<file path="src/rtl/reg_bank_pkg.sv">
// Shared types and default sizes for the register bank and its clear sequencer.
package reg_bank_pkg;

    localparam int DEF_DW = 8;
    localparam int DEF_AW = 4;

    typedef enum logic [1:0] {
        IDLE  = 2'd0,
        CLEAR = 2'd1,
        DONE  = 2'd2
    } clr_state_t;

endpackage : reg_bank_pkg

</file>
<file path="src/rtl/reg_bank_clr_fsm.sv">
// Bulk-clear sequencer: walks ptr across every entry issuing a zero write,
// then pulses clr_done for one cycle.
module reg_bank_clr_fsm
    import reg_bank_pkg::*;
#(
    parameter int AW = DEF_AW
) (
    input  logic          clk,
    input  logic          rst_n,
    input  logic          clr_req,
    output logic          busy,
    output logic          clr_done,
    output logic [AW-1:0] ptr,
    output logic          clr_we
);

    localparam logic [AW-1:0] PTR_LAST = '1;

    clr_state_t    state, state_nxt;
    logic [AW-1:0] ptr_nxt;

    // NOTE: sequential state uses non-blocking assignments so every register
    // samples pre-edge values regardless of statement order.
    always_ff @(posedge clk or negedge rst_n) begin
        if (!rst_n) begin
            state <= IDLE;
            ptr   <= '0;
        end else begin
            state <= state_nxt;
            ptr   <= ptr_nxt;
        end
    end

    // NOTE: every output of this block gets a default first, so no path
    // leaves a variable unassigned and no latch is inferred.
    always_comb begin
        state_nxt = state;
        ptr_nxt   = ptr;
        busy      = 1'b0;
        clr_done  = 1'b0;
        clr_we    = 1'b0;
        case (state)
            IDLE: begin
                if (clr_req) begin
                    state_nxt = CLEAR;
                    ptr_nxt   = '0;
                end
            end
            CLEAR: begin
                busy   = 1'b1;
                clr_we = 1'b1;
                // Hold ptr on the last entry instead of wrapping.
                if (ptr == PTR_LAST) state_nxt = DONE;
                else                 ptr_nxt   = ptr + 1'b1;
            end
            DONE: begin
                clr_done  = 1'b1;
                state_nxt = IDLE;
            end
            default: state_nxt = IDLE;
        endcase
    end

endmodule : reg_bank_clr_fsm

</file>
<file path="src/rtl/reg_bank.sv">
// Register bank: one write port, two combinational read ports, bulk clear.
// Define REG_BYPASS_EN to forward an accepted write straight to matching read ports.
module reg_bank
    import reg_bank_pkg::*;
#(
    parameter int DW      = DEF_DW,
    parameter int AW      = DEF_AW,
    parameter int ZERO_R0 = 0
) (
    input  logic          clk,
    input  logic          rst_n,
    input  logic          wr_en,
    input  logic [AW-1:0] wr_addr,
    input  logic [DW-1:0] dat_in,
    output logic          wr_ready,
    input  logic [AW-1:0] rd_addrA,
    input  logic [AW-1:0] rd_addrB,
    output logic [DW-1:0] datA_out,
    output logic [DW-1:0] datB_out,
    input  logic          clr_req,
    output logic          busy,
    output logic          clr_done
);

    localparam int DEPTH = 1 << AW;

    logic [DW-1:0] core [DEPTH];
    logic [AW-1:0] ptr;
    logic          clr_we;
    logic          wr_fire;
    logic          wr_blocked;

    reg_bank_clr_fsm #(.AW(AW)) u_clr_fsm (
        .clk      (clk),
        .rst_n    (rst_n),
        .clr_req  (clr_req),
        .busy     (busy),
        .clr_done (clr_done),
        .ptr      (ptr),
        .clr_we   (clr_we)
    );

    assign wr_ready   = ~busy;
    assign wr_fire    = wr_en & wr_ready;
    assign wr_blocked = (ZERO_R0 != 0) && (wr_addr == '0);

    // NOTE: the storage array is reset because reset must zero every entry
    // immediately; this makes it flops rather than an inferable RAM macro.
    always_ff @(posedge clk or negedge rst_n) begin
        if (!rst_n) begin
            for (int i = 0; i < DEPTH; i++) core[i] <= '0;
        end else if (clr_we) begin
            core[ptr] <= '0;
        end else if (wr_fire && !wr_blocked) begin
            core[wr_addr] <= dat_in;
        end
    end

    always_comb begin
        datA_out = core[rd_addrA];
        datB_out = core[rd_addrB];
`ifdef REG_BYPASS_EN
        if (wr_fire && (rd_addrA == wr_addr)) datA_out = dat_in;
        if (wr_fire && (rd_addrB == wr_addr)) datB_out = dat_in;
`endif
        // Hard-wired zero entry wins over stored data and forwarding.
        if ((ZERO_R0 != 0) && (rd_addrA == '0)) datA_out = '0;
        if ((ZERO_R0 != 0) && (rd_addrB == '0)) datB_out = '0;
    end

endmodule : reg_bank

</file>
<file path="config.mk">
export PLATFORM = sky130hd
export DESIGN_NAME = reg_bank
export DESIGN_NICKNAME = d
export VERILOG_FILES = /design/src/rtl/reg_bank_pkg.sv /design/src/rtl/reg_bank_clr_fsm.sv /design/src/rtl/reg_bank.sv
export SDC_FILE = /design/constraint.sdc
export NUM_CORES = 1
export LEC_CHECK = 0
export ABC_AREA = 1
export CAP_MARGIN = 10
export CELL_PAD_IN_SITES_DETAIL_PLACEMENT = 2
export CELL_PAD_IN_SITES_GLOBAL_PLACEMENT = 2
export CORE_UTILIZATION = 34
export DETAILED_ROUTE_END_ITERATION = 8
export PLACE_DENSITY = 0.86
export SLEW_MARGIN = 20
export SYNTH_ARGS = -nofsm -noshare
export SYNTH_HDL_FRONTEND = slang
export SYNTH_HIERARCHICAL = 1
export SYNTH_SLANG_ARGS = --single-unit
</file>
<file path="constraint.sdc">
create_clock -name clk -period 2.2 [get_ports clk]
set_input_delay 0.33 -clock clk [delete_from_list [all_inputs] [get_ports clk]]
set_output_delay 0.33 -clock clk [all_outputs]
set_load 0.01 [all_outputs]
</file>
* Word-level counts from Yosys, hierarchy flattened
Cells that the tools add are included.
Storage, ports and cells: register bits 134, bits of input ports 24, output and inout port bits 19, word-level logic and storage cells 67
Operators by class: add/sub/neg operators 1, magnitude comparators 6, equal/unequal tests 6, multiplexer cells 21, bitwise logic cells 8, reductions and logical operators 7
Operators by type and width (number):
- 2-to-1 mux 128 bit | 2
- bitwise AND 128 bit | 1
- bitwise mux 128 bit | 1
- NOT 128 bit | 1
- binary-select mux 8 bit (select 4 bit) | 2
- demux 8 bit (select 4 bit) | 2
- 2-to-1 mux 8 bit | 6
- greater-or-equal comparator 5 bit, second input constant | 4
- NOT 4 -> 5 bit | 4
- less-than comparator 5 x 1 -> 1 bit, second input constant | 2
- 2-to-1 mux 4 bit | 2
- one-hot mux 4 bit (2 select lines) | 1
- adder 4 x 1 -> 4 bit, second input constant | 1
- equality test 4 bit, second input constant | 1
- 2-to-1 mux 2 bit | 2
- != test 2 bit, second input constant | 2
- one-hot mux 2 bit (2 select lines) | 1
- nonzero test 2 bit | 2
- AND reduction 3 bit | 1
- equality test 2 x 1 -> 1 bit, second input constant | 1
- equality test 2 bit, second input constant | 1
- logical AND 1 bit | 2
- logical NOT 2 bit | 1
- 2-to-1 mux 1 bit | 2
- other kinds (4) | 4

* Longest topological paths before layout
Gate-level depths: netlist of the first run.
depth in word-level cells 8, mapped depth 10, mapped depth without buffers 7

* Cells and area by module
Netlist of the first run, hierarchy kept.
By module, submodules not included:
- reg_bank | instances 1, cells an instance 1216, area each 8001.4 um2, sequential area each 3203.1 um2
- reg_bank_clr_fsm | instances 1, cells an instance 36, area each 311.5 um2, sequential area each 150.1 um2

* Least setup slack after synthesis of the first run
OpenSTA, ideal clock, no wires.
path kind register -> register, start point register u_clr_fsm.state[1], end point register core[32] (netlist bit), setup time 0.131 ns, arrival time 1.569 ns, setup slack 0.500 ns, cell stages (with the launch flop) 8, path buffers 3, clock period less this slack 1.700 ns, cell sequence dfrtp_1 nor2_4 buf_4 buf_6 buf_1 nand3_1 nand2_1 o22ai_1
Between the ends: word-level cells in the longest chain between the ends 5, elaborated cells between the ends (all ways) 6, those cells by class 1 x eq/ne; 2 x mux; 2 x bitwise; 1 x reduce/logical
Ends and longest elaborated chain:
- start: declaration | line reg_bank_clr_fsm.sv:19 | clr_state_t state, state_nxt;
- start signal: assignment | line reg_bank_clr_fsm.sv:29 | state <= state_nxt;
- equality test 2 x 1 -> 1 bit * | line reg_bank_clr_fsm.sv:42 | case (state)
- 2-to-1 mux 1 bit * | line reg_bank_clr_fsm.sv:42
- net busy | line reg_bank.sv:21 | output logic busy,
- NOT 1 bit | line reg_bank.sv:43 | assign wr_ready = ~busy;
- bitwise AND 1 bit | line reg_bank.sv:44 | assign wr_fire = wr_en & wr_ready;
- nonzero test 2 bit (no line)
- end signal: indexed assignment | line reg_bank.sv:55 | core[wr_addr] <= dat_in;
- end: declaration | line reg_bank.sv:27 | logic [DW-1:0] core [DEPTH];
Mark *: on every way through the listed nets, which the timed path passes. The rest lies on a longest branch. A chain may end at the register's enable or synchronous reset.

* Worst setup path in the final report of the first run
start point register core[85] (netlist bit), end point output datB_out[5]
Between the ends: word-level cells in the longest chain between the ends 3
Ends and longest elaborated chain:
- binary-select mux 8 bit (select 4 bit) | line reg_bank.sv:61 | datB_out = core[rd_addrB];
- 2-to-1 mux 8 bit (implied by the code) (2 in a row) | line reg_bank.sv:61
- end: declaration | line reg_bank.sv:19 | output logic [DW-1:0] datB_out,
Every way passes these cells. The select of a mux whose other input is x is not followed.

==> metrics list, run 1 <==
- Outcome: completed
* Register Area: 3353 sq um
- For this run, the leading register cell type out of synthesis is dfrtp_1.
* Synth Instances: 1252
* Number of warnings reported in the yosys synthesis log: 6
- Drt wl/cell: 27.18 um
- Pin placement for this block handled 43 I/O pins.
- Syn_nets: 1277
* Total routed wirelength: 45280 um
- For this run, the detailed router's first-pass iteration total came to 5.
- Synth Cell Area: 8313 sq um
- Of the available clock period, the critical path in the final layout requires 0.9833.
- After detailed placement, the design holds a cell count of 1625.
- OpenSTA, run right after detailed placement, puts the worst setup slack at -0.3447 ns.
- In this run the deepest clock path goes through 2 buffers.
- Data arrives at the worst endpoint at 1.83 ns.
* Maxcap violations: 0
* Cell Count, Final, Fillers Out: 1666
* # DRC: 0
- All-layer global routing usage: 0.3787
* HP Class: primary input to async pin
* Startpoint-to-endpoint class of the critical path: flop to primary output
- CTS saw 134 sinks.
* Slew of the pin with the lowest slew margin: 0.5818 ns
- The wire-length estimate of the detail-placed layout is 29790 um.
* Core area: 23750 sq um
- The first global-routing pass estimated 68340 um of wire.
- STA classifies the critical path startpoint as a flop.
- Area enclosed by the die boundary: 25080 sq um
- Count of buffers inserted at the top-level ports: 42
- Relative to the synthesized area, the layout overhead comes to 25.59%.
- Seq cells post-synth: 134
* TritonCTS clock tree: built
- Counting flops with an async set or reset pin after synthesis yields a share of 1.000.
* Crit-path max FO: 3
- Reg clk slew, reported paths: 0.06 ns
- At the end of routability-driven placement, the weighted congestion stood at 0.8883.
* P_leak: 5.418 nW
- Of the cells placed in the final design, the portion with a size suffix greater than 1 is 0.1359.
- The number of max-slew violations in the final report is 0.
- Root buffer cell: clkbuf_16
- Final worst slack: 0.03663 ns
* # H-tree levels: 4
* Highest Clock Rate: 462.2 MHz
* Total area of multi-input combinational cells: 4049 sq um
- For this configuration, the core starts out at a cell density of 0.3500.
* Clk_lat worst skew: 0.46 ns
- Number of fill cells in the layout: 2742
* Post-detailed-route count of antenna-violating nets: 0
- Total CTS buffers: 17
- Number of nets in the final layout: 1359
* Initial antenna violation count: 1
- Via count of the first global-routing pass: 10970
- Post-synth EDFFs: 0
- Final count of negative-setup-slack endpoints: 0
- 0 antenna diodes ended up in the layout.
- Setup repair after global routing left no endpoint under its margin.
- Floorplan die height: 158.4 um
- Slew Limit Headroom: 0.6109
* Average size of a mapped cell: 6.640 sq um
- Row generation in the floorplan step produced 56 rows.
- For this run the aggregate overflow at the end of global routing stands at 0.
- Using the TritonRoute via totals, the vias-per-cell ratio works out to 5.891.
* Final setup skew: 0.005946 ns
* Req. time, crit path: 1.87 ns
- The die is 158.4 um wide.
* Share of synthesized area occupied by flip-flops and latches: 0.4034
- For this block, the initial DRC count from the detailed router was 814.
- The synthesized netlist contains 29 unique library cells.
* Detailed-route via count: 9814
* Shortest period the worst path allows: 2.163 ns
- Worst Setup End Kind: primary output
- Largest net degree at the start of global routing: 51
* Number of failing hold endpoints at the final stage: 0
* Power Dens Cells: 917.3 nW/um^2
- The worst-case IR drop observed on VDD is 0.4389 mV.
==> metal layers <==
metal | vias to the layer above | GRT usage | part of all wire
met5 | - | 0 | 0.00031
met4 | 2 | 0.2445 | 0.062
met3 | 185 | 0.06560 | 0.054
met2 | 452 | 0.6500 | 0.49
met1 | 5016 | 0.4349 | 0.39
li1 | 4159 | - | -
==> synth_stat cells, types with 3 or more instances <==
library cell / count / share of area
buf_1: 3 / 0.0014
inv_2: 5 / 0.0023
clkbuf_1: 33 / 0.015
buf_2: 23 / 0.014
nand4_1: 6 / 0.0045
buf_6: 5 / 0.0068
nor2_4: 3 / 0.0041
o21ai_1: 6 / 0.0036
dfrtp_1: 134 / 0.40
nand2_2: 6 / 0.0045
o22ai_1: 16 / 0.012
nor2_1: 14 / 0.0063
nand2_1: 430 / 0.19
o21ai_2: 8 / 0.0084
nand3_1: 279 / 0.17
o21ai_0: 100 / 0.060
inv_1: 167 / 0.075
==> final cells by class <==
| type | count | share of cell area |
|---|---|---|
| timing repair buffer | 128 | 0.1322 |
| clock inverter | 13 | 0.01642 |
| inverter | 173 | 0.06268 |
| tap | 319 | 0.03823 |
| sequential | 134 | 0.3212 |
| clock buffer | 19 | 0.04147 |
| multi-input combinational | 880 | 0.3878 |
==> report_power, final <==
group          total [W]  internal (W)  switching (W)
clock network    0.00310       0.00180        0.00131
registers        0.00310       0.00281       0.000287
logic            0.00337      0.000991        0.00238
==> kinds of logic (layout without fill, tap and decap cells) <==
kind of cell / count (synthesis) / count (layout) / synth area share
and+or+nand+nor: 748 / 748 / 0.3939
DFF: 134 / 134 / 0.4034
xor gates and xnor gates: 1 / 1 / 0.001054
AOI/OAI and AO/OA: 130 / 130 / 0.08429
adders and majority gates: 1 / 1 / 0.001505
buffers and inverters: 238 / 333 / 0.1159
==> sequential cells by signal, indices dropped and copies added (netlist names) <==
register and cells:
u_clr_fsm/ptr 4, core 128, u_clr_fsm/state 2
==> path summary, 6_finish.rpt <==
check	cells past startpoint	slack (ns)	to	start
setup / recovery	7	0.04	datB_out[5]	core[85]
hold / removal	2	0.42	core[93]	rst_n
setup reg to reg	8	0.08	core[10]	u_clr_fsm/state[0]
hold reg to reg	2	0.54	core[120]	core[120]
max in group asynchronous	3	1.06	core[42]	rst_n
min in group clk	2	0.54	core[120]	core[120]
==> timing repair <==
| action | 4_1_cts | 5_1_grt |
|---|---|---|
| resized for setup | 51 | 10 |
| cloned | 2 | 0 |
| setup buffers | 6 | 0 |
| hold buffers | 1 | 0 |
| pin swaps | 1 | 0 |
| hold endpoints to repair | 48 | 0 |
| setup endpoints to repair | 27 | 9 |
==> critical path, stage by stage, from the launching register on <==
cell           delay, ns
dfrtp_1             0.38
inv_1               0.19
nand2_1             0.10
nand3_1             0.12
nand3_1             0.11
nand3_2             0.13
nand2_1             0.06
dlygate4sd2_1       0.28
==> cells in the final DEF, fill, tap and decap left out, types with 3 or more instances in the layout <==
cell type and instances:
o21ai_0 100, bufinv_16 3, o21ai_2 8, nor2_4 3
inv_2 26, o22ai_1 16, clkinv_4 4, nand3_2 11
nand2_2 9, nand3_1 270, nor2_1 14, clkdlybuf4s50_1 21
dfrtp_1 134, inv_1 144, nand4_1 6, inv_6 3
nand2_1 427, clkbuf_16 17, dlygate4sd2_1 18, buf_12 23
o21ai_1 6, buf_4 56, buf_6 5
==> metrics by stage <==
stage	cell area, sq um	power [W]	utilization	TNS, ns	hold slack, ns
global route	10440	0.009949	0.4395	0	0.4630
CTS	10430	0.009504	0.4390	0	0.4261
global placement	9676	0.005949	0.4073	-4.773	0.3304
finish	10440	0.009576	0.4395	0	0.4214
floorplan	8313	0.004869	-	0	0.03441
detailed placement	9676	0.006177	0.4073	-4.770	0.3404
(Power assumes the default switching activity.)
==> run 2, diff against run 1 <==
- ABC_AREA: 1 -> 0
- CORE_UTILIZATION: 34 -> 43
- PLACE_DENSITY: 0.86 -> unset
- PLACE_DENSITY_LB_ADDON: unset -> 0.1
==> run 2 against run 1 <==
Against the previous run:
- the flow now finishes with violations (design-rule violations, negative setup slack)
- flip-flop and latch count is the same
- power grew 37%
- worst setup slack lost 0.12 ns
- critical endpoint is now datB_out[3]
- highest routed layer is now met4
==> metrics list, run 2 <==
- The flow ran to the end, but the final reports show violations.
* Failing checks: design-rule violations, negative setup slack
- Crit path largest cell delay: 0.50 ns
- Register Area: 3356 sq um
- Seq cells post-synth: 134
* Horizontal die dimension: 138.4 um
- Kind of start point of the critical path: flop
- Top cells by area, synth: dfrtp_1, mux2i_1, mux4_2, o21ai_0, mux4_1
- Of the total power, registers draw 0.348.
- Synth Instances: 634
- Leading cell types in the layout, fill and taps excluded: dfrtp_1, o21ai_0, mux2i_1, buf_4, mux4_2
* Largest net degree at the start of global routing: 55
* Synth Cell Area: 7995 sq um
- DRC violation total after the first TritonRoute iteration: 548
* Slew of the pin with the lowest slew margin: 0.7212 ns
* Met1 usage: 0.4539
- Setup repair after global routing could not meet its margin everywhere.
- Total iterations of the first detailed-routing run: 6
- Worst Setup End Kind: primary output
* Biggest registers after layout: core x128, u_clr_fsm/ptr x4, u_clr_fsm/state x2
- Drt wl/cell: 34.79 um
- Proportion of synthesized flip-flops having asynchronous set or reset: 1.000
- For this run, global-route usage on met2 was measured as 0.6126.
- Dividing the synthesized area by the synthesized cell count gives 12.61 sq um.
- Clk_lat worst skew: 0.43 ns
* Area enclosed by the die boundary: 19140 sq um
- Fin. max-slew vios: 0
- After detailed routing, the number of vias per cell comes to 6.801.
- Measured along the y axis, the die boundary spans 138.4 um.
- For this run, global-route usage on met3 was measured as 0.08729.
- At the end of routability-driven placement, the weighted congestion stood at 0.8380.
* Syn-to-layout area delta: 26.67%
- Number of warnings reported in the yosys synthesis log: 6
* Number of unique standard cell types used by synthesis: 38
- The core region is 18090 sq um.
* Most frequent standard cell in the layout excluding fill and tap cells: dfrtp_1
- Most instantiated cells after synthesis: dfrtp_1, o21ai_0, mux2i_1, mux4_2, a22oi_1
- Across the routed clock network, the largest skew measured is 0.009020 ns.
* Switching power as a share of total power: 0.3960
- VDD sags by at most 0.8939 mV.
- Maximum buffer depth of the clock tree: 2
- TritonCTS built the clock tree.
- Reg clk slew, reported paths: 0.06 ns
- The synthesized design contains 0 enable-type register cells.
* Slowest stage cell, crit path: mux4_2
- Detailed-route via count: 6651
* Number of failing hold endpoints at the final stage: 0
- Syn_nets: 659
* Via count of the first global-routing pass: 7540
* Total power after layout: 0.01311 W
* Share of cells above drive strength 1: 0.3538
* Ports: 43
* Final count of negative-setup-slack endpoints: 8
- Area share of the largest cell type after synthesis: 0.4194
* Number of fill cells in the layout: 1689
- Detailed placer's ending HPWL: 19220 um
- The H-tree generated during clock tree synthesis spans 4 levels.
* Initial antenna violation count: 0
- The register with the most flip-flops in the layout has 128 of them.
- Startpoint of the worst setup timing path: core[115]
* Power Dens Cells: 1294 nW/um^2
* Shortest period the worst path allows: 2.279 ns
- Post-detailed-route count of antenna-violating nets: 0
* HP Class: primary input to async pin
* Slew Limit Headroom: 0.5186
- Total inserted antenna cells: 0
* CP arrival: 1.95 ns
* Net load switching power: 0.005192 W
* Fraction of power consumed by the clock network: 0.251
* Req. time, crit path: 1.87 ns
* Reg-to-reg critical path startpoint: u_clr_fsm/state[0]
- Ys flop type: dfrtp_1
- # DRC: 6
- The final layout contains 761 nets.
- Total area of multi-input combinational cells: 4335 sq um
* Count of buffers inserted at the top-level ports: 42
- After detailed routing, the total wire length is 34020 um.
* CP cell instances: buf_4 -> mux4_2 -> a22oi_2 -> nand2_1 -> buf_2
- The share of the Yosys chip area taken by registers is 0.4194.
- The total overflow left after global routing is 0.
- For this run, the total global-route usage over all layers was measured as 0.3704.
- The first global-routing pass estimated 50920 um of wire.
* Period utilization: 1.036
- The clock net in this run drives a total of 134 sinks.
- core holds more flip-flops than any other register.
- The worst setup path is of the flop to primary output kind.
* Setup Total Neg Slack: -0.1856 ns
* Top Usage Layer GRT: met2
- P_leak: 5.154 nW
- The initialized floorplan defines 49 standard-cell rows.
- Crit-path max FO: 2
* Cell internal pwr: 0.007917 W
- Final worst slack: -0.07909 ns
- Root buffer cell: clkbuf_16
* Initial cell density of the core: 0.4421
- Most instantiated library cell after synthesis: dfrtp_1
* Highest Clock Rate: 438.8 MHz
- The share of total power dissipated in combinational logic is 0.401.
- Maxcap violations: 0
- TritonCTS created 17 clock buffers.
* Cell taking the most area after synthesis: dfrtp_1
[run 2: cell count changes after synthesis, moves of 9 or more]
cell	change
o21ai_0	+29
nor2_1	-9
inv_1	-155
nand2_1	-413
nand3_1	-274
mux2i_1	+128
buf_2	-18
mux4_1	+22
a22oi_1	+32
o22ai_1	-16
nand3_2	+10
mux4_2	+40
[run 2: cell families (layout without fill, tap and decap cells)]
kind of cell / after synthesis / after routing / share of synthesized area
buffers and inverters: 71 / 186 / 0.05149
adder cells (fa/ha/maj): 1 / 1 / 0.001565
AO/OA/AOI/OAI: 164 / 164 / 0.1146
multiplexers: 192 / 192 / 0.3515
flip-flops: 134 / 134 / 0.4194
AND/OR/NAND/NOR: 72 / 72 / 0.06150
[run 2: power groups by stage]
stage / logic (W) / registers [W] / clock network, W
2_1_floorplan: 0.00289 / 0.00402 / 0
3_3_place_gp: 0.00427 / 0.00428 / 0
3_5_place_dp: 0.00454 / 0.00443 / 0
4_1_cts: 0.00496 / 0.00445 / 0.00331
5_1_grt: 0.00552 / 0.00468 / 0.00340
6_report: 0.00526 / 0.00456 / 0.00329
[run 2: worst paths after layout]
kind                            cells after the start  slack, ns           to
min in group clk                                    2       0.57     core[94]
worst min-delay path                                2       0.44     core[27]
worst max-delay path                                5      -0.08  datB_out[3]
max in group asynchronous                           3       1.01     core[30]
worst max register to register                      6      -0.01     core[58]
worst min register to register                      2       0.57     core[94]
[run 2: metrics by stage]
stage | instance area [sq um] | setup WS (ns) | hold WS [ns] | instances | utilization
after global placement | 9002 | -0.5060 | 0.3256 | 911 | 0.4978
after CTS | 10020 | -0.06652 | 0.4453 | 970 | 0.5542
after detailed placement | 9002 | -0.5327 | 0.3338 | 911 | 0.4978
final | 10130 | -0.07909 | 0.4394 | 978 | 0.5599
after global routing | 10130 | -0.1030 | 0.4772 | 978 | 0.5599
after floorplan | 7995 | 0.2127 | 0.03441 | 634 | -
[run 2: worst max-delay path: cells and delay by family, from the launching register on]
kind,cells,cell delay [ns]
buffers and inverters,2,0.30
AND/OR/NAND/NOR,1,0.09
multiplexers,1,0.50
AO/OA/AOI/OAI,1,0.25
flip-flops,1,0.40
[run 2: what timing repair did]
action,4_1_cts,5_1_grt
gates cloned,4,1
hold buffers,1,0
gates resized for setup,127,16
endpoints found under the hold margin,51,0
endpoints found under the setup margin,66,24
setup buffers,22,8
pin swaps,27,9
[run 2: layout make-up]
cell class / count / area share
multi-input cells: 429 / 0.4281
flip-flops and latches: 134 / 0.3314
repair buffers: 142 / 0.1423
clock buffers: 24 / 0.04855
well taps: 229 / 0.02829
clock inverters: 8 / 0.01656
inverters: 12 / 0.004818
[run 2: routing by layer]
metal	part of all wire	up-vias
met3	0.060	110
met2	0.49	286
met4	0.046	0
met5	0	-
li1	-	2639
met1	0.40	3616
